$ cat config.mk
export PLATFORM = sky130hd
export DESIGN_NAME = div_operand_stage
export DESIGN_NICKNAME = d
export VERILOG_FILES = /design/src/rtl/div_operand_stage.sv
export SDC_FILE = /design/constraint.sdc
export NUM_CORES = 1
export LEC_CHECK = 0
export CAP_MARGIN = 20
export CORE_MARGIN = 2
export CORE_UTILIZATION = 42
export DETAILED_ROUTE_END_ITERATION = 12
export PLACE_DENSITY = 0.9
export SLEW_MARGIN = 20
export SYNTH_ARGS = -nofsm -noshare
export SYNTH_HDL_FRONTEND = slang
export SYNTH_SLANG_ARGS = --single-unit
$ cat constraint.sdc
create_clock -name clk -period 1.7 [get_ports clk]
set_input_delay 0.425 -clock clk [delete_from_list [all_inputs] [get_ports clk]]
set_output_delay 0.425 -clock clk [all_outputs]
set_load 0.05 [all_outputs]
$ cat src/rtl/div_operand_stage.sv
// -----------------------------------------------------------------------------
// div_operand_stage
//
// Registered wrapper around a combinational 16/8 restoring array divider.
// Operands arrive on a valid/ready handshake and are held in an operand
// register (S1) that drives the array. One cycle later the array result is
// captured in a result register (S2). S2 also carries divide-by-zero and
// quotient-overflow flags and is presented on a second valid/ready handshake.
//
// Optional feature, enabled by defining DIV_STAGE_STATS_EN:
//   three saturating 16-bit counters of delivered results, cleared by stats_clr.
//
// Parameters:
//   NW  dividend width (must be 2*DW)
//   DW  divisor / quotient / remainder width
//
// Ports:
//   clk, rst              clock (rising edge), asynchronous active-high reset
//   in_valid/in_ready     operand handshake
//   in_n, in_d            dividend, divisor
//   arr_n, arr_d          registered operands driven to the array
//   arr_q, arr_r          array quotient / remainder (combinational from arr_*)
//   out_valid/out_ready   result handshake
//   out_q, out_r          quotient, remainder
//   out_dz, out_ovf       divisor was zero, quotient does not fit in DW bits
//   stats_clr             (DIV_STAGE_STATS_EN) synchronous counter clear
//   stat_ops/dz/ovf       (DIV_STAGE_STATS_EN) delivered result counters
// -----------------------------------------------------------------------------
module div_operand_stage #(
    parameter int NW = 16,
    parameter int DW = 8
) (
    input  logic          clk,
    input  logic          rst,
    input  logic          in_valid,
    output logic          in_ready,
    input  logic [NW-1:0] in_n,
    input  logic [DW-1:0] in_d,
    output logic [NW-1:0] arr_n,
    output logic [DW-1:0] arr_d,
    input  logic [DW-1:0] arr_q,
    input  logic [DW-1:0] arr_r,
    output logic          out_valid,
    input  logic          out_ready,
    output logic [DW-1:0] out_q,
    output logic [DW-1:0] out_r,
    output logic          out_dz,
    output logic          out_ovf
`ifdef DIV_STAGE_STATS_EN
    ,
    input  logic          stats_clr,
    output logic [15:0]   stat_ops,
    output logic [15:0]   stat_dz,
    output logic [15:0]   stat_ovf
`endif
);

    // S1: operand register
    logic          s1_valid_q, s1_valid_d;
    logic [NW-1:0] arr_n_q, arr_n_d;
    logic [DW-1:0] arr_d_q, arr_d_d;
    logic          s1_dz_q, s1_dz_d;
    logic          s1_ovf_q, s1_ovf_d;

    // S2: result register
    logic          out_valid_q, out_valid_d;
    logic [DW-1:0] out_q_q, out_q_d;
    logic [DW-1:0] out_r_q, out_r_d;
    logic          out_dz_q, out_dz_d;
    logic          out_ovf_q, out_ovf_d;

    logic s2_free;
    logic s1_adv;
    logic accept;
    logic in_dz;

    // NOTE: every signal assigned in always_comb gets a default before any
    // condition; a path that leaves one unassigned would infer a latch.
    always_comb begin
        s2_free  = ~out_valid_q | out_ready;
        s1_adv   = s1_valid_q & s2_free;
        // No skid buffer: S1 can take a new pair if empty or emptying now.
        in_ready = ~s1_valid_q | s2_free;
        accept   = in_valid & in_ready;
        in_dz    = (in_d == '0);

        // Idle S1 holds its operands so the array output never toggles.
        s1_valid_d = s1_valid_q;
        arr_n_d    = arr_n_q;
        arr_d_d    = arr_d_q;
        s1_dz_d    = s1_dz_q;
        s1_ovf_d   = s1_ovf_q;

        if (s1_adv) begin
            s1_valid_d = 1'b0;
        end
        // Accept after advance so a same-cycle refill keeps S1 full.
        if (accept) begin
            s1_valid_d = 1'b1;
            arr_n_d    = in_n;
            arr_d_d    = in_d;
            s1_dz_d    = in_dz;
            // Quotient fits in DW bits only if the upper dividend half < d.
            s1_ovf_d   = ~in_dz & (in_n[NW-1:DW] >= in_d);
        end
    end

    always_comb begin
        out_valid_d = out_valid_q;
        out_q_d     = out_q_q;
        out_r_d     = out_r_q;
        out_dz_d    = out_dz_q;
        out_ovf_d   = out_ovf_q;

        if (out_valid_q && out_ready) begin
            out_valid_d = 1'b0;
        end
        if (s1_adv) begin
            out_valid_d = 1'b1;
            out_dz_d    = s1_dz_q;
            out_ovf_d   = s1_ovf_q;
            if (s1_dz_q) begin
                // The array result is meaningless for d == 0; report the
                // saturated quotient and the low dividend half as remainder.
                out_q_d = '1;
                out_r_d = arr_n_q[DW-1:0];
            end else if (s1_ovf_q) begin
                out_q_d = '1;
                out_r_d = arr_r;
            end else begin
                out_q_d = arr_q;
                out_r_d = arr_r;
            end
        end
    end

    // NOTE: the datapath registers are reset along with the valid bits so the
    // array sees defined operands and outputs read as zero straight after reset.
    always_ff @(posedge clk or posedge rst) begin
        if (rst) begin
            s1_valid_q  <= 1'b0;
            arr_n_q     <= '0;
            arr_d_q     <= '0;
            s1_dz_q     <= 1'b0;
            s1_ovf_q    <= 1'b0;
            out_valid_q <= 1'b0;
            out_q_q     <= '0;
            out_r_q     <= '0;
            out_dz_q    <= 1'b0;
            out_ovf_q   <= 1'b0;
        end else begin
            // NOTE: non-blocking assignments so every register samples the
            // pre-edge value of the others, whatever the statement order.
            s1_valid_q  <= s1_valid_d;
            arr_n_q     <= arr_n_d;
            arr_d_q     <= arr_d_d;
            s1_dz_q     <= s1_dz_d;
            s1_ovf_q    <= s1_ovf_d;
            out_valid_q <= out_valid_d;
            out_q_q     <= out_q_d;
            out_r_q     <= out_r_d;
            out_dz_q    <= out_dz_d;
            out_ovf_q   <= out_ovf_d;
        end
    end

    assign arr_n     = arr_n_q;
    assign arr_d     = arr_d_q;
    assign out_valid = out_valid_q;
    assign out_q     = out_q_q;
    assign out_r     = out_r_q;
    assign out_dz    = out_dz_q;
    assign out_ovf   = out_ovf_q;

`ifdef DIV_STAGE_STATS_EN
    logic [15:0] stat_ops_q, stat_ops_d;
    logic [15:0] stat_dz_q, stat_dz_d;
    logic [15:0] stat_ovf_q, stat_ovf_d;
    logic        out_fire;

    always_comb begin
        out_fire   = out_valid_q & out_ready;
        stat_ops_d = stat_ops_q;
        stat_dz_d  = stat_dz_q;
        stat_ovf_d = stat_ovf_q;

        // Clear takes priority over an increment in the same cycle.
        if (stats_clr) begin
            stat_ops_d = '0;
            stat_dz_d  = '0;
            stat_ovf_d = '0;
        end else if (out_fire) begin
            if (stat_ops_q != 16'hFFFF) stat_ops_d = stat_ops_q + 16'd1;
            if (out_dz_q && stat_dz_q != 16'hFFFF) stat_dz_d = stat_dz_q + 16'd1;
            if (out_ovf_q && stat_ovf_q != 16'hFFFF) stat_ovf_d = stat_ovf_q + 16'd1;
        end
    end

    always_ff @(posedge clk or posedge rst) begin
        if (rst) begin
            stat_ops_q <= '0;
            stat_dz_q  <= '0;
            stat_ovf_q <= '0;
        end else begin
            stat_ops_q <= stat_ops_d;
            stat_dz_q  <= stat_dz_d;
            stat_ovf_q <= stat_ovf_d;
        end
    end

    assign stat_ops = stat_ops_q;
    assign stat_dz  = stat_dz_q;
    assign stat_ovf = stat_ovf_q;
`endif

endmodule

==> reports/metrics.cfg, run 1 <==
[grt]
busiest_layer=met2
use_met2=0.350
track_usage=0.187
grt_pass1_vias=1759
antenna_found_initial=0
grt_max_degree=40
gr-total-overflow=0
grt_use_met3=0.0379
grt_pass1_wl_um=7880
use_met1=0.213

[setup_path]
path_max_fanout=2
critPathRequiredTime_ns=1.88
crit_path_end_kind=register
slowest_delay_ns=0.48
r2r_cells=5
r2r_slack_ns=0.31
worstPathArrival_ns=1.83
slowest_stage=clkdlybuf4s50_1
r2r_start=out_valid$_DFFE_PP0P_
r2r-end=arr_n[4]$_DFFE_PP0P_
startpoint_type=input pin
crit_type=input pin to register
worstPathCellList=clkdlybuf4s50_1 -> inv_1 -> ha_2 -> o21a_1 -> a21oi_2 -> o31ai_1 -> a22o_1

[timing]
rsz0062_at_grt=false
finalCritPeriodShare=0.971
worstMarginPinSlew_ns=0.488
hold_slack_ns=0.353
period_minus_slack_ns=1.65
slew_headroom=0.672
drv_slew=0
hold_viol=0
skew_ns=0.00463
timing.final.ws_setup_ns=0.0497
setup_viol=0
max_freq_mhz=606

[route]
finalWirelength_um=4950
first_pass_iters=4
remaining_drc_errors=0
drt_iter0_drc=55
drtAntennaViolNets=0
viasPerCell=4.80
num_vias=1657
post_drt_wl_per_cell_um=14.3

[place]
gp_congestion=0.763
hpwl_um=3770
dp_cells=336
pre_cts_slack_ns=-0.400
port_buffers=87

[flow_run]
drv_cap=0

[floorplanning]
core_region_area_um2=4720
initial_core_util=0.438
io-pin-count=88
chipWidth_um=74.2
rows=25
dieArea_um2=5510
die_h_um=74.2

[final_layout]
instances_no_fill=345
antennaDiodeCount=0
syn2layout_area_growth_pct=56.3
fin_util=0.685
final_cell_mix=buf_4 (50), dfrtp_1 (45), clkdlybuf4s50_1 (37)
drive_above_1_share=0.331
finalNetCount=329
final_common_cell=buf_4

[yosys]
yosys_warnings=0
synthesis.area_um2=2070
synth_cells=176
ys_seq_elements=46
postSynthNetCount=228
ys_seq_area_frac=0.556
syn_avg_cell_area_um2=11.8
netlist-cell-type-count=27

[outcome]
status=finished clean

[pwr]
p_leak_nw=1.56
p_clk_frac=0.223
seqPwrFrac=0.389
internal_power_mw=2.23
p_sw_frac=0.370
ir_drop_uv=593
switchingPower_mw=1.31
p_comb_frac=0.388
power.density_nw_per_um2=1090
p_total_mw=3.54

[clocking]
tritoncts=built
numClockSinks=46
clk_latency_ns=0.29
root_buffer=clkbuf_8
postCtsHoldBufs=0
clk_path_buf_depth=2
cts-buffers-inserted=5
cts.htree.levels=2
clkTransAtPathRegs_ns=0.08

[worst_hold_path]
min_path_type=input pin to async pin

[logic make-up (layout without fill, tap and decap cells)]
family,after synthesis,count (layout),share of synthesized area
compound gates,33,33,0.0882
fa+ha+maj,8,8,0.0483
buf+inv,18,120,0.0465
flops,46,46,0.556
mux,26,26,0.155
simple gates,45,45,0.106
[routing by layer]
layer	share of wire	routed length [µm]
met3	0.065	322
met1	0.40	1970
met4	0.016	78
met5	0	0
met2	0.52	2580
[cell type report]
| class | instances | area (µm²) |
|---|---|---|
| Inverter | 9 | 33.8 |
| Clock buffer | 7 | 76.3 |
| Timing Repair Buffer | 103 | 1020 |
| Multi-Input combinational cell | 112 | 842 |
| Fill cell | 351 | 1490 |
| Sequential cell | 46 | 1150 |
| Tap cell | 67 | 83.8 |
| Clock inverter | 1 | 30.0 |
[worst max path at each step]
| stage | from | end | slack [ns] | cells past startpoint |
|---|---|---|---|---|
| after floorplan | rst | out_valid$_DFFE_PP0P_ | 0.09 | 1 |
| after global placement | in_d[2] | s1_ovf_q$_DFFE_PP0P_ | -0.34 | 7 |
| after detailed placement | in_d[2] | s1_ovf_q$_DFFE_PP0P_ | -0.40 | 7 |
| after CTS | in_d[5] | s1_ovf_q$_DFFE_PP0P_ | -0.003 | 7 |
| after global routing | in_d[6] | s1_ovf_q$_DFFE_PP0P_ | 0.02 | 7 |
| final | in_d[6] | s1_ovf_q$_DFFE_PP0P_ | 0.05 | 7 |
[registers in the layout (all words and copies together) (netlist names)]
name	count
arr_d	8
arr_n	16
out_dz	1
out_ovf	1
out_q	8
out_r	8
out_valid	1
s1_dz_q	1
s1_ovf_q	1
s1_valid_q	1
[repair_timing]
action,4_1_cts,5_1_grt
endpoints found under the setup margin,2,1
pin swaps,0,3
buffers inserted,1,0
gates resized for setup,4,6
[worst max-delay path, delay by kind of cell]
kind                     cells  cell delay, ns
AO/OA/AOI/OAI                4            0.62
buffers and inverters        2            0.54
adder cells (fa/ha/maj)      1            0.26
[cells in the mapped netlist, drive strengths merged]
cell | instances | share of area
dfrtp | 46 | 0.56
nand2 | 28 | 0.054
o21ai | 25 | 0.060
mux2 | 18 | 0.12
inv | 9 | 0.016
buf | 8 | 0.028
ha | 8 | 0.048
mux2i | 8 | 0.039
nor3 | 8 | 0.019
nand2b | 4 | 0.012
a211o | 2 | 0.0085
a21oi | 2 | 0.0048
nor4 | 2 | 0.0060
a22o | 1 | 0.0042
a31oi | 1 | 0.0030
clkbuf | 1 | 0.0024
nand3b | 1 | 0.0097
nand4 | 1 | 0.0030
nor2 | 1 | 0.0018
o21a | 1 | 0.0036
o31ai | 1 | 0.0036
[per-stage QoR]
step / area (µm²) / TNS, ns
2_1_floorplan: 2070 / 0
3_3_place_gp: 3090 / -0.940
3_5_place_dp: 3090 / -1.73
4_1_cts: 3220 / -0.00350
5_1_grt: 3240 / 0
6_report: 3240 / 0
[power groups by stage]
stage          sequential, mW  clock [mW]  combinational, mW
2_1_floorplan            1.93           0              0.293
3_3_place_gp             1.39           0               1.35
3_5_place_dp             1.40           0               1.37
4_1_cts                  1.38       0.805               1.38
5_1_grt                  1.40       0.853               1.44
6_report                 1.38       0.789               1.37
(Power assumes the default switching activity.)
==> run 2, diff against run 1 <==
--- a/config.mk
+++ b/config.mk
@@ -7,9 +7,9 @@
 export LEC_CHECK = 0
 export CAP_MARGIN = 20
 export CORE_MARGIN = 2
-export CORE_UTILIZATION = 42
+export CORE_UTILIZATION = 38
 export DETAILED_ROUTE_END_ITERATION = 12
-export PLACE_DENSITY = 0.9
+export PLACE_DENSITY = 0.87
 export SLEW_MARGIN = 20
 export SYNTH_ARGS = -nofsm -noshare
 export SYNTH_HDL_FRONTEND = slang
==> constraint.sdc (replaced) <==
create_clock -name clk -period 1.4 [get_ports clk]
set_input_delay 0.35 -clock clk [delete_from_list [all_inputs] [get_ports clk]]
set_output_delay 0.35 -clock clk [all_outputs]
set_load 0.05 [all_outputs]
==> run 2 against run 1 <==
Compared with the run above:
- the run now ends with negative setup slack left
- global-route usage up 1.8 points
- clock skew up 0.00071 ns
- combinational power up 60%
- critical path depth down 4
- sequential power up 29%
- register-to-register slack worse by 0.27 ns
- sequential share of layout area down 6.0 points
- sequential cell count unchanged
- clock power up 24%
- count of clock-buffer cells in the layout down 2
- non-clock buffer count up 16
- routed wire length up 20%
- critical path type is now register to output port
- critical endpoint is now in_ready
- largest power group is now combinational logic
==> reports/metrics.cfg, run 2 (synthesis results as in run 1) <==
[final_layout]
syn2layout_area_growth_pct=87.7
design_area_um2=3890  ; +20%
multiInputGateArea_um2=916  ; +8.8%
antennaDiodeCount=0  ; unchanged
instances_no_fill=364  ; +5.5%
regArea_um2=1150  ; unchanged
final_cell_mix=buf_12 (48), dfrtp_1 (45), nand2_1 (27), buf_4 (27), clkdlybuf4s50_1 (26)
fillerInstances=320  ; -8.8%
final_common_cell=buf_12
largest_reg_flops=16  ; unchanged
finalNetCount=345  ; +4.9%
drive_above_1_share=0.422  ; +0.0908

[timing]
slew_headroom=0.768  ; +0.0966
hold_viol=0  ; unchanged
setup_viol=1  ; +1
max_freq_mhz=710
timing.final.ws_setup_ns=-0.00879  ; -0.0585 ns
hold_slack_ns=0.355  ; +0.00135 ns
skew_ns=0.00535  ; +0.000710 ns
worstMarginPinSlew_ns=0.344  ; -0.144 ns
drv_slew=0  ; unchanged
finalSetupTns_ns=-0.00879  ; -0.00879 ns
rsz0062_at_grt=true
period_minus_slack_ns=1.41
finalCritPeriodShare=1.01

[place]
place_area_um2=3640  ; +18%
hpwl_um=4490  ; +19%
gp_congestion=0.781  ; +2.3%
dp_cells=346  ; +3.0%
port_buffers=87  ; unchanged

[clocking]
cts.htree.levels=2  ; unchanged
cts-buffers-inserted=5  ; unchanged
clk_path_buf_depth=2  ; unchanged
tritoncts=built
clkTransAtPathRegs_ns=0.09  ; about the same
root_buffer=clkbuf_8
clk_latency_ns=0.29  ; about the same
numClockSinks=46  ; unchanged

[pwr]
p_total_mw=4.95  ; +40%
p_clk_frac=0.198  ; -0.025
switchingPower_mw=1.78  ; +36%
power.density_nw_per_um2=1270  ; +16%
internal_power_mw=3.18  ; +43%
p_comb_frac=0.443  ; +0.055
p_leak_nw=1.78  ; +14%
p_sw_frac=0.359  ; -0.0114
ir_drop_uv=646  ; +8.9%
seqPwrFrac=0.359  ; -0.030

[floorplanning]
core_region_area_um2=5170  ; +9.5%
io-pin-count=88  ; unchanged
die_h_um=77.8  ; +4.9%
initial_core_util=0.400  ; -0.0381
chipWidth_um=77.8  ; +4.9%
dieArea_um2=6060  ; +10%
rows=26  ; +4.0%

[route]
viasPerCell=4.81  ; about the same
first_pass_iters=4  ; unchanged
num_vias=1750  ; +5.6%
finalWirelength_um=5950  ; +20%
drt_iter0_drc=66  ; +20%
drtAntennaViolNets=0  ; unchanged
post_drt_wl_per_cell_um=16.3  ; +14%
remaining_drc_errors=0  ; unchanged

[grt]
grt_pass1_vias=1960  ; +11%
gr-total-overflow=0  ; unchanged
antenna_found_initial=0  ; unchanged
grt_pass1_wl_um=9550  ; +21%
track_usage=0.205  ; +0.0180
grt_max_degree=33  ; -18%

[outcome]
status=complete, but fails checks
violations=negative setup slack

[setup_path]
worstPathArrival_ns=1.06  ; -0.77 ns
crit_type=register to output port
crit_path_end_kind=output port
path_max_fanout=2  ; unchanged
startpoint_type=register
critPathRequiredTime_ns=1.05  ; -0.83 ns

[flow_run]
drv_cap=0  ; unchanged

[worst_hold_path]
min_path_type=input pin to register

-- run 2: changes by cell type in the layout (fill, tap and decap cells not counted), moves of 3 or more --
cell	previous run	this run
ha_1	6	1
buf_12	10	48
dlymetal6s2s_1	5	1
dlygate4sd2_1	1	11
buf_4	50	27
ha_4	1	4
clkdlybuf4s50_1	37	26
-- run 2: cell type report --
cell class,count,share of cell area
timing repair buffer,119,0.408
sequential,46,0.296
clock inverter,3,0.0103
inverter,9,0.00966
clock buffer,5,0.0177
tap,70,0.0225
multi-input combinational,112,0.236
-- run 2: repair_timing --
action,in CTS,in global routing
pin swaps,8,3
hold buffers,0,0
setup endpoints to repair,2,4
gates resized for setup,34,7
buffers inserted,8,2
-- run 2: per-layer routing --
| layer | track usage | wire, µm |
|---|---|---|
| met1 | 0.207 | 2140 |
| met2 | 0.390 | 3260 |
| met5 | 0 | 0 |
| met4 | 0.0875 | 152 |
| met3 | 0.0558 | 397 |
-- run 2: final timing paths --
check,start,end,slack [ns],cells past startpoint
setup / recovery,s1_valid_q$_DFFE_PP0P_,in_ready,-0.009,3
hold / removal,in_n[10],arr_n[10]$_DFFE_PP0P_,0.35,2
setup reg to reg,s1_valid_q$_DFFE_PP0P_,arr_d[0]$_DFFE_PP0P_,0.04,5
hold reg to reg,s1_dz_q$_DFFE_PP0P_,s1_dz_q$_DFFE_PP0P_,0.49,2
max in group asynchronous,rst,out_valid$_DFFE_PP0P_,0.78,3
min in group asynchronous,rst,out_q[1]$_DFFE_PP0P_,0.46,3
-- run 2: stage by stage --
| stage | setup WS (ns) | utilization |
|---|---|---|
| final | -0.00879 | 0.752 |
| after global routing | -0.0527 | 0.752 |
| after CTS | -0.00797 | 0.746 |
| after detailed placement | -0.653 | 0.704 |
| after global placement | -0.548 | 0.704 |
| after floorplan | -0.132 | - |
-- run 2: critical path, cell delays in order (launching register included) --
cell      delay, ns
dfrtp_1        0.40
nand3b_4       0.10
buf_6          0.13
buf_12         0.14
-- run 2: power by group through the flow --
stage	clock (mW)	combinational (mW)	sequential, mW
CTS	1.01	2.19	1.78
global route	1.05	2.29	1.80
detailed placement	0	2.15	1.81
floorplan	0	0.360	2.35
finish	0.979	2.19	1.78
global placement	0	2.10	1.79
